File: config.mk
export PLATFORM = sky130hd
export DESIGN_NAME = scoreboard_warp
export DESIGN_NICKNAME = d
export VERILOG_FILES = /design/src/rtl/scoreboard_warp.sv
export SDC_FILE = /design/constraint.sdc
export NUM_CORES = 1
export LEC_CHECK = 0
export ABC_AREA = 1
export CAP_MARGIN = 20
export CORE_MARGIN = 4
export CORE_UTILIZATION = 57
export DETAILED_ROUTE_END_ITERATION = 10
export PLACE_DENSITY_LB_ADDON = 0.05
export SYNTH_ARGS = -nofsm -noshare
export SYNTH_HDL_FRONTEND = slang
export SYNTH_SLANG_ARGS = --single-unit
File: constraint.sdc
create_clock -name clk -period 2.28 [get_ports clk]
set_input_delay 0.342 -clock clk [delete_from_list [all_inputs] [get_ports clk]]
set_output_delay 0.342 -clock clk [all_outputs]
set_load 0.01 [all_outputs]
File: src/rtl/scoreboard_warp.sv
// Per-warp 4-entry scoreboard paired with IBuffer_warp.
// Tracks in-flight register writers and memory ops. It flags RAW/WAW and
// memory-ordering hazards for the instruction at the IBuffer read pointer,
// and hands out the entry ID that a grant will allocate.
module scoreboard_warp (
    input  logic       clk,
    input  logic       rst,
    input  logic [4:0] Src1_IB_Scb,
    input  logic [4:0] Src2_IB_Scb,
    input  logic [4:0] Dst_IB_Scb,
    input  logic       Src1_Valid_IB_Scb,
    input  logic       Src2_Valid_IB_Scb,
    input  logic       Dst_Valid_IB_Scb,
    input  logic       Replayable_IB_Scb,
    input  logic       RP_Grt_IB_Scb,
    input  logic       Replay_Complete_IB_Scb,
    input  logic [1:0] Replay_Complete_ScbID_IB_Scb,
    input  logic       Replay_Complete_SW_LWbar_IB_Scb,
    input  logic       Clear_Valid_WB_Scb,
    input  logic [1:0] Clear_ScbID_WB_Scb,
    output logic       Full_Scb_IB,
    output logic       Empty_Scb_IB,
    output logic       Dependent_Scb_IB,
    output logic [1:0] ScbID_Scb_IB,
    output logic [2:0] Pending_Cnt_Scb
);

    localparam int unsigned NUM_ENT = 4;
    localparam int unsigned ID_W    = 2;
    localparam int unsigned REG_W   = 5;
    localparam int unsigned CNT_W   = 3;

    // Per-entry state: valid, dst-valid, dst register, memory op, complete.
    logic [NUM_ENT-1:0]            v_q, v_d;
    logic [NUM_ENT-1:0]            dstv_q, dstv_d;
    logic [NUM_ENT-1:0][REG_W-1:0] dst_q, dst_d;
    logic [NUM_ENT-1:0]            mem_q, mem_d;
    logic [NUM_ENT-1:0]            cmp_q, cmp_d;

    logic            full;
    logic            alloc;
    logic [ID_W-1:0] alloc_id;
    logic            rc_hit;
    logic            wb_hit;
    logic            dep;
    logic [CNT_W-1:0] cnt;

    // Lowest-index free entry; this is the ID handed out on the next grant.
    always_comb begin
        logic found;
        found    = 1'b0;
        alloc_id = '0;
        for (int unsigned i = 0; i < NUM_ENT; i++) begin
            if (!v_q[i] && !found) begin
                found    = 1'b1;
                alloc_id = ID_W'(i);
            end
        end
    end

    assign full = &v_q;

    // Qualify incoming events against pre-edge state; stale events are dropped.
    always_comb begin
        alloc  = RP_Grt_IB_Scb && (Dst_Valid_IB_Scb || Replayable_IB_Scb) && !full;
        rc_hit = Replay_Complete_IB_Scb
              && v_q[Replay_Complete_ScbID_IB_Scb]
              && mem_q[Replay_Complete_ScbID_IB_Scb]
              && !cmp_q[Replay_Complete_ScbID_IB_Scb];
        // A WB on an incomplete LW is an intermediate pass and must not free it.
        wb_hit = Clear_Valid_WB_Scb
              && v_q[Clear_ScbID_WB_Scb]
              && cmp_q[Clear_ScbID_WB_Scb];
    end

    // Next-state: apply free/complete events, then allocation into a free slot.
    always_comb begin
        v_d    = v_q;
        dstv_d = dstv_q;
        dst_d  = dst_q;
        mem_d  = mem_q;
        cmp_d  = cmp_q;

        if (wb_hit) begin
            v_d[Clear_ScbID_WB_Scb] = 1'b0;
        end

        if (rc_hit) begin
            if (Replay_Complete_SW_LWbar_IB_Scb) begin
                v_d[Replay_Complete_ScbID_IB_Scb] = 1'b0;
            end else begin
                cmp_d[Replay_Complete_ScbID_IB_Scb] = 1'b1;
            end
        end

        // The allocation target is always a free entry, so it never collides
        // with the entry touched by a replay-complete or WB clear above.
        if (alloc) begin
            v_d[alloc_id]    = 1'b1;
            dstv_d[alloc_id] = Dst_Valid_IB_Scb;
            dst_d[alloc_id]  = Dst_IB_Scb;
            mem_d[alloc_id]  = Replayable_IB_Scb;
            cmp_d[alloc_id]  = !Replayable_IB_Scb;
        end
    end

    // Entry state registers with asynchronous invalidation on reset.
    always_ff @(posedge clk or negedge rst) begin
        if (!rst) begin
            v_q    <= '0;
            dstv_q <= '0;
            dst_q  <= '0;
            mem_q  <= '0;
            cmp_q  <= '0;
        end else begin
            v_q    <= v_d;
            dstv_q <= dstv_d;
            dst_q  <= dst_d;
            mem_q  <= mem_d;
            cmp_q  <= cmp_d;
        end
    end

    // Hazard check of the RP instruction against every valid entry.
    always_comb begin
        dep = 1'b0;
        for (int unsigned i = 0; i < NUM_ENT; i++) begin
            if (v_q[i]) begin
                if (Src1_Valid_IB_Scb && dstv_q[i] && (Src1_IB_Scb == dst_q[i])) dep = 1'b1;
                if (Src2_Valid_IB_Scb && dstv_q[i] && (Src2_IB_Scb == dst_q[i])) dep = 1'b1;
                if (Dst_Valid_IB_Scb  && dstv_q[i] && (Dst_IB_Scb  == dst_q[i])) dep = 1'b1;
                if (Replayable_IB_Scb && mem_q[i] && !cmp_q[i])                  dep = 1'b1;
            end
        end
    end

    // Occupancy count of valid entries.
    always_comb begin
        cnt = '0;
        for (int unsigned i = 0; i < NUM_ENT; i++) begin
            cnt = cnt + CNT_W'(v_q[i]);
        end
    end

    assign Full_Scb_IB      = full;
    assign Empty_Scb_IB     = ~|v_q;
    assign Dependent_Scb_IB = dep;
    assign ScbID_Scb_IB     = alloc_id;
    assign Pending_Cnt_Scb  = cnt;

endmodule

==> impl_metrics.csv <==
group,metric,value,unit
setup_path,criticalPathCategory,"flop to output pin",
route,num_vias,3343,
route,postRouteAntennaNets,0,
clocking,worst_setup_hold_path_clk_slew,0.07,ns
setup_path,worst-endpoint-arrival,1.85,ns
sta,worstMarginPinSlew,0.485,ns
pwr,power.leakage,2.12,nW
clocking,cts_num_sinks,36,
yosys,synth.most_common_cell,"sky130_fd_sc_hd__nand2_1",
yosys,synth.cell_area,3040,sq um
setup_path,endpoint_kind,"output pin",
cells_and_area,diodes_inserted,0,
pwr,report.power.total,0.00419,W
global_route,grt-ovfl-total,0,
sta,timing.final.setup_violations,0,
floorplan,fp.dieArea,6560,sq um
route,routed_via_density,5.26,
yosys,synth_top_cells_by_area,"sky130_fd_sc_hd__dfrtp_1 30%, sky130_fd_sc_hd__nand2_1 25%, sky130_fd_sc_hd__nor2_1 9.0%",
clocking,post-cts-setup-buffers,0,
pwr,powerDensity,1110,nW/um^2
global_route,number_of_antenna_violations_at_the_first_check_in_global_routing,0,
setup_path,crit_path_top_delay_cell,"sky130_fd_sc_hd__fa_1",
clocking,cts_buffers,5,
sta,post-route-worst-setup-slack,0.0862,ns
cells_and_area,drive_above_1_share,14.0,%
yosys,number_of_unique_standard_cell_types_used_by_synthesis,30,
sta,max_slew_headroom_at_the_worst_pin,67.7,%
floorplan,die_height,81.0,microns
clocking,cts.root.buffer_cell,"sky130_fd_sc_hd__clkbuf_8",
route,remaining_drc_errors,0,
route,detail_route.wirelength,8790,microns
global_route,grt_max_degree,37,
yosys,synth_commonest_cells,"202 x sky130_fd_sc_hd__nand2_1, 73 x sky130_fd_sc_hd__nor2_1, 68 x sky130_fd_sc_hd__inv_1",
setup_path,cp_max_fo,2,
pwr,vdd.ir_drop.worst,696,uV
setup_path,crit_chain,"inv_2, fa_1, inv_1, ha_2, ha_1, buf_2",
yosys,avgSynthCellArea,6.01,sq um
floorplan,fp.coreArea,5140,sq um
clocking,worstSkewPairLatency,0.29,ns
sta,worst_slack_on_hold_paths,0.468,ns
sta,slew_viol_final,0,
yosys,postSynthNetCount,541,
sta,timing.fmax,456,MHz
placed_design,routability_congestion,0.923,
yosys,netlist.top_cell.by_area,"sky130_fd_sc_hd__dfrtp_1",
setup_path,timing.critical_path.from_type,"flop",
floorplan,start_util,59.1,%
global_route,grt_pass1_wl,14000,microns
cells_and_area,design.final.nets,601,
cells_and_area,post_layout_utilization_of_the_core,73.4,%
yosys,synth_async_sr_flop_share,100,%
cells_and_area,flow.area_growth_from_synthesis,24.2,%
placed_design,io_buffer_count,36,
placed_design,dp_worst_setup_slack,-0.287,ns
setup_path,crit_family,"adder cells",
placed_design,detailedPlacementHpwl,6930,microns
clocking,cts_tree,"yes",
setup_path,timing.critical_path.slowest_cell_delay,0.52,ns
yosys,synth_sequential_area_ratio,29.7,%
floorplan,io-pin-count,37,
clocking,clk_path_buf_depth,2,
route,drt_iter0_drc,430,
floorplan,rows,26,
sta,final.setup_skew,0.00347,ns
status,outcome,"finished, final reports clean",
yosys,ys_warn_count,0,
yosys,synth.top_cell.area_share,29.7,%
yosys,ys_ff_latch,36,
job,maxcap_viol_count,0,
route,router_iterations_before_antenna_repair,5,
sta,grt_setup_unrepaired,"no",
global_route,grtUsageTotal,28.2,%
clocking,ctsHtreeMaxLevel,2,
global_route,grt_pass1_vias,3000,
yosys,synth_edf_count,0,
sta,hold_viol,0,
clocking,postCtsHoldBufs,0,
setup_path,cp.required,1.94,ns
sta,finalCritPeriodShare,96.2,%
sta,period_needed,2.19,ns
hold_path,class_of_the_tightest_hold_or_removal_check,"primary input to asynchronous set/reset pin",
yosys,synthFlopType,"sky130_fd_sc_hd__dfrtp_1",
route,wl_per_cell,13.8,microns
floorplan,dieWidth,81.0,microns
yosys,synth_cells,505,
setup_path,crit_buf_inv,3,
## sequential cells by signal, indices dropped and copies added, names as in the netlist
name    cells
cmp_q       4
dst_q      20
dstv_q      4
mem_q       4
v_q         4
## placed cells by master, fill, tap and decap left out, drive strengths merged
cell	instances
nand2	203
nor3	2
o21bai	4
buf	28
clkbuf	7
dfrtp	36
a21oi	6
nor2	81
o2111ai	1
nand4	3
clkdlybuf4s50	24
dlymetal6s2s	6
a22oi	1
fa	1
inv	73
bufinv	1
o21ai	32
clkinv	2
o22ai	5
nand3	35
o211ai	1
dlygate4sd2	3
ha	6
xor2	4
clkinvlp	1
## cell type report
type | instances | area, sq um
multi-input combinational | 385 | 1830
clock inverter | 3 | 42.5
fill | 451 | 1370
inverter | 74 | 279
sequential | 36 | 901
clock buffer | 5 | 68.8
timing repair buffer | 63 | 567
tap | 70 | 87.6
## power breakdown
group          leakage (nW)  total [W]  switching (W)  internal [W]
clock                0.0541   0.000561       0.000237      0.000324
sequential            0.431    0.00127       0.000317      0.000948
combinational          1.63    0.00237        0.00146      0.000910
total                  2.12    0.00419        0.00201       0.00218
## final timing paths
check	from	to	depth (start not counted)	slack [ns]
max	v_q[0]	Pending_Cnt_Scb[1]	6	0.09
min	rst	dst_q[0]	2	0.47
max reg2reg	v_q[0]	mem_q[3]	8	0.44
min reg2reg	dstv_q[0]	dstv_q[0]	2	0.56
max in group asynchronous	rst	dst_q[6]	2	1.46
min in group clk	Dst_IB_Scb[0]	dst_q[0]	4	0.48
## stage by stage
step / area (sq um) / cells / setup TNS (ns)
2_1_floorplan: 3040 / 505 / 0
3_3_place_gp: 3620 / 628 / -0.291
3_5_place_dp: 3620 / 628 / -0.331
4_1_cts: 3720 / 636 / 0
5_1_grt: 3770 / 636 / 0
6_report: 3770 / 636 / 0
## routing by layer
metal	track usage [%]	wire length (microns)	up-vias
li1	-	-	1678
met1	39.3	3840	1500
met2	45.4	4050	151
met3	5.32	774	14
met4	6.42	129	0
met5	0	0	-
## what timing repair did
action | CTS | global route
pin swaps | 0 | 0
gates resized for setup | 12 | 26
endpoints found under the setup margin | 4 | 5
## logic make-up after synthesis
logic type      after synthesis  share of synthesized area, %
xor+xnor                      4                          1.15
flops                        36                          29.7
fa+ha+maj                     7                          3.13
simple gates                324                          44.4
buf+inv                      84                          11.5
compound gates               50                          10.1
No activity file was read; power rests on OpenSTA's default activity.
